[src/rtl/alu_cmd_queue.sv]
// Issue stage in front of a 4-bit combinational ALU: a request FIFO feeds the
// ALU from its head, and the result is captured into a handshaked output register.
module alu_cmd_queue #(
    parameter int DEPTH = 4,
    parameter int CNT_W = 8
) (
    input  logic             clk,
    input  logic             rst,
    input  logic             in_valid,
    output logic             in_ready,
    input  logic [1:0]       in_code,
    input  logic [3:0]       in_a,
    input  logic [3:0]       in_b,
    output logic [1:0]       alu_code,
    output logic [3:0]       alu_a,
    output logic [3:0]       alu_b,
    input  logic [4:0]       alu_c,
    output logic             out_valid,
    input  logic             out_ready,
    output logic [4:0]       out_result,
    output logic [1:0]       out_code,
    output logic [CNT_W-1:0] issue_cnt
);
    localparam int PTR_W = $clog2(DEPTH);
    localparam int OCC_W = $clog2(DEPTH + 1);
    localparam logic [OCC_W-1:0] FULL = OCC_W'(DEPTH);

    logic [9:0]       mem [DEPTH];
    logic [PTR_W-1:0] wr_ptr;
    logic [PTR_W-1:0] rd_ptr;
    logic [OCC_W-1:0] count;
    logic [9:0]       head;
    logic             head_vld;
    logic             push;
    logic             issue;

    assign in_ready = (count != FULL);
    assign head_vld = (count != '0);
    assign push     = in_valid & in_ready;
    assign issue    = head_vld & (~out_valid | out_ready);
    assign head     = mem[rd_ptr];

    // An empty queue drives zeros so stale storage never reaches the ALU.
    assign alu_code = head_vld ? head[9:8] : 2'b00;
    assign alu_a    = head_vld ? head[7:4] : 4'h0;
    assign alu_b    = head_vld ? head[3:0] : 4'h0;

    // Storage is data only; occupancy decides what is meaningful.
    always_ff @(posedge clk) begin
        if (push) begin
            mem[wr_ptr] <= {in_code, in_a, in_b};
        end
    end

    always_ff @(posedge clk or posedge rst) begin
        if (rst) begin
            wr_ptr     <= '0;
            rd_ptr     <= '0;
            count      <= '0;
            out_valid  <= 1'b0;
            out_result <= 5'h00;
            out_code   <= 2'b00;
            issue_cnt  <= '0;
        end else begin
            if (push) begin
                wr_ptr <= wr_ptr + 1'b1;
            end

            if (issue) begin
                rd_ptr     <= rd_ptr + 1'b1;
                out_result <= alu_c;
                out_code   <= head[9:8];
                out_valid  <= 1'b1;
                issue_cnt  <= issue_cnt + 1'b1;
            end else if (out_valid & out_ready) begin
                out_valid <= 1'b0;
            end

            unique case ({push, issue})
                2'b10:   count <= count + 1'b1;
                2'b01:   count <= count - 1'b1;
                default: count <= count;
            endcase
        end
    end
endmodule

[config.mk]
export PLATFORM = sky130hd
export DESIGN_NAME = alu_cmd_queue
export DESIGN_NICKNAME = d
export VERILOG_FILES = /design/src/rtl/alu_cmd_queue.sv
export SDC_FILE = /design/constraint.sdc
export NUM_CORES = 1
export LEC_CHECK = 0
export ABC_AREA = 1
export ABC_CLOCK_PERIOD_IN_PS = 2000
export BUFFER_PORTS_ARGS = -buffer_cell sky130_fd_sc_hd__buf_2
export CAP_MARGIN = 0
export CORE_MARGIN = 4
export CORE_UTILIZATION = 30
export DETAILED_ROUTE_END_ITERATION = 16
export GPL_ROUTABILITY_DRIVEN = 0
export PLACE_DENSITY = 0.54
export SYNTH_ARGS = -nofsm -noshare
export SYNTH_HDL_FRONTEND = slang
export SYNTH_SLANG_ARGS = --single-unit
export TNS_END_PERCENT = 1
[constraint.sdc]
create_clock -name clk -period 2 [get_ports clk]
set_clock_uncertainty 0.05 [all_clocks]
set_input_delay 0.4 -clock clk [delete_from_list [all_inputs] [get_ports clk]]
set_output_delay 0.4 -clock clk [all_outputs]
set_load 0.01 [all_outputs]
==> metrics.md <==
| Metric | Value |
|---|---|
| Critical Path RT | `approximately 1.6 ns` |
| Clock tree buffer depth | `2` |
| Clock transition at path regs | `0.08 ns` |
| Die Y | `103 um` |
| Cells after synthesis | `approximately 250` |
| CP endpoint kind | `output port` |
| Fin worst setup slack | `0.0224 ns` |
| Register area share after synthesis | `around 65%` |
| Switching power | `~0.0021 W` |
| Gr usage total | `11.7%` |
| Critical R2R Launch | `count[0]` |
| Worst R2R Path Depth | `9` |
| Yosys cell types | `27` |
| Crit-path max FO | `6` |
| Buffers on Ports | `45` |
| Core area | `8810 um2` |
| Grt ovf | `0` |
| Final slew viol count | `0` |
| Initial antenna violation count | `0` |
| Root Driver | `clkbuf_8` |
| Setup violations, final | `0` |
| Vias post-DR | `1935` |
| Worst skew pair latency | `between 0.3 and 0.4 ns` |
| Via density | `4.48` |
| Pre-CTS setup slack | `roughly 0.062 ns` |
| DRT Wirelength | `about 6000 um` |
| CTS tree | `built` |
| Post-layout util | `between 30% and 40%` |
| Drt first pass iters | `4` |
| Final worst-path cycle share | `approximately 100%` |
| Tightest Hold Check Type | `in -> async` |
| RSZ-0062 raised after global routing | `true` |
| Critical path class | `reg -> out` |
| CTS Buf Count | `9` |
| Hold Vio Cnt, Final | `0` |
| R2R Setup Slk | `roughly 0.09 ns` |
| Syn Std Cell Area | `2730 um2` |
| # DRC | `0` |
| Syn avg cell area | `10.8 um2` |
| First-pass GRT wire length | `about 9000 um` |
| Clk pwr share | `20.4%` |
| Post-synth EDFFs | `40` |
| Post-DP HPWL | `approximately 3800 um` |
| Asr flop ratio synth | `a little over a third` |
| Synthesized flop and latch total | `63` |
| Cell Pwr Density | `1550 nW/um2` |
| Peak supply drop | `approximately 0.49 mV` |
| CP Launch Type | `flip-flop` |
| Die ar. | `10700 um2` |
| Syn Nets | `279` |
| Synth warn | `0` |
| Initial Utilization | `31.0%` |
| Post-layout min period | `1.98 ns` |
| Clock Sinks | `between 60 and 70` |
| WL/cell | `13.6 um` |
| Ant diodes | `0` |
| Die extent in x | `103 um` |
| Comb pwr share | `approximately 43%` |
| Internal power | `0.00329 W` |
| Switching share of power | `38.7%` |
| Sequential fraction of design power | `36.8%` |
| Relative slew slack | `about four fifths` |
| Fmax | `just over 0.5 GHz` |
| Top cell type's share of synthesized area | `44.0%` |
| CP Data Arrival Time | `between 1.5 and 2 ns` |
| Reg-to-reg endpoint | `count[2]` |
| Synth top area cells | `edfxtp_1, dfrtp_1, nand2_1, nor2_1, o21ai_0` |
| Slew @ Worst Pin | `0.317 ns` |
| Area leader, netlist | `edfxtp_1` |
| Fin nets | `around 350` |
| Most common cell in the netlist | `nand2_1` |
| MaxCap Viol Count | `0` |
| 1st-iter DRT viols | `84` |
| Vias in the first global route | `about 1900` |
| Synth Flop Type | `edfxtp_1` |
| Row count | `34` |
| Crit path from | `rd_ptr[1]` |
| # IOs | `46` |
| Post-synth top cells | `nand2_1, nor2_1, edfxtp_1` |
| Status | `finished clean` |
| Largest net degree at the start of global routing | `24` |
| Lkg Pwr | `1.49 nW` |
| Share of layout cells above drive strength 1 | `34.0%` |
| Synthesis-to-finish area growth | `26.8%` |
| H-tree Lvls | `3` |
| Detail Route Antenna Nets | `0` |
-- flip-flops by register name, summed over array words and instances (netlist names) --
signal and count:
count 3, issue_cnt 8, mem 40, out_code 2, out_result 5, out_valid 1
rd_ptr 2, wr_ptr 2
-- power by group through the flow --
stage,Clock (W),Combinational (W),Sequential (W)
after global routing,0.00117,0.00258,0.00202
after detailed placement,0,0.00201,0.00200
after floorplan,0,0.00129,0.00201
after CTS,0.00112,0.00208,0.00196
final,0.00109,0.00229,0.00197
after global placement,0,0.00198,0.00199
-- area by class of cell --
type / count / area [um2]
fill: 882 / 5340
sequential: 63 / 1780
multi-input combinational: 162 / 882
timing repair buffer: 64 / 394
tap: 108 / 135
clock buffer: 9 / 124
inverter: 19 / 77.6
clock inverter: 7 / 72.6
-- worst max-delay path by stage --
stage / cells past startpoint / end / slack (ns)
finish: 6 / alu_b[2] / 0.02
detailed placement: 9 / count[2] / 0.06
CTS: 6 / alu_a[1] / 0.005
global route: 6 / alu_a[0] / -0.06
floorplan: 10 / count[2] / 0.04
global placement: 9 / count[2] / 0.13
-- kinds of logic after synthesis --
group                      Yosys count  share of synthesized area (%)
and+or+nand+nor                    116                           17.9
adders and majority gates            7                           3.48
xor gates and xnor gates             7                           2.24
DFF                                 63                           65.0
buffers and inverters               28                           4.90
AOI/OAI and AO/OA                   32                           6.41
-- metrics by stage --
stage | std cells | power [W] | hold slack, ns | TNS, ns | cell area, um2
2_1_floorplan | 253 | 0.00330 | 0.352 | 0 | 2730
3_3_place_gp | 407 | 0.00398 | 0.407 | 0 | 3110
3_5_place_dp | 407 | 0.00401 | 0.410 | 0 | 3110
4_1_cts | 425 | 0.00516 | 0.0430 | 0 | 3330
5_1_grt | 432 | 0.00576 | 0.0923 | -0.427 | 3460
6_report | 432 | 0.00536 | 0.0353 | 0 | 3460
-- critical path, cell delays in order, from the launching register on --
cell and delay [ns]:
dfrtp_1 0.39, clkinvlp_4 0.19, buf_6 0.19, nor2_4 0.07, o21ai_1 0.06, a21oi_1 0.13
buf_2 0.14
-- cells in the final DEF (no fill, tap or decap), types with 9 or more instances in the layout --
| master | synthesis | routed |
|---|---|---|
| a21oi_1 | 10 | 9 |
| buf_4 | 2 | 14 |
| nand2_1 | 53 | 51 |
| clkbuf_8 | 0 | 9 |
| buf_2 | 2 | 45 |
| dfrtp_1 | 23 | 22 |
| edfxtp_1 | 40 | 40 |
| nor2_1 | 43 | 37 |
| o21ai_0 | 18 | 13 |
| inv_1 | 18 | 15 |
-- timing repair --
action                     in CTS  in global routing
pin swaps                       1                 16
hold endpoints to repair        0                  0
hold buffers                    0                  0
setup buffers                   2                  7
gates resized for setup         3                 35
setup endpoints to repair      10                 10
-- layer usage --
metal	up-vias	wire, um	GRT usage [%]	part of all wire, %
li1	952	-	-	-
met1	951	2580	13.7	44
met2	22	2960	19.3	50
met3	10	164	2.28	2.8
met4	0	184	8.07	3.1
met5	-	0	0	0
No activity file was read; power rests on OpenSTA's default activity.
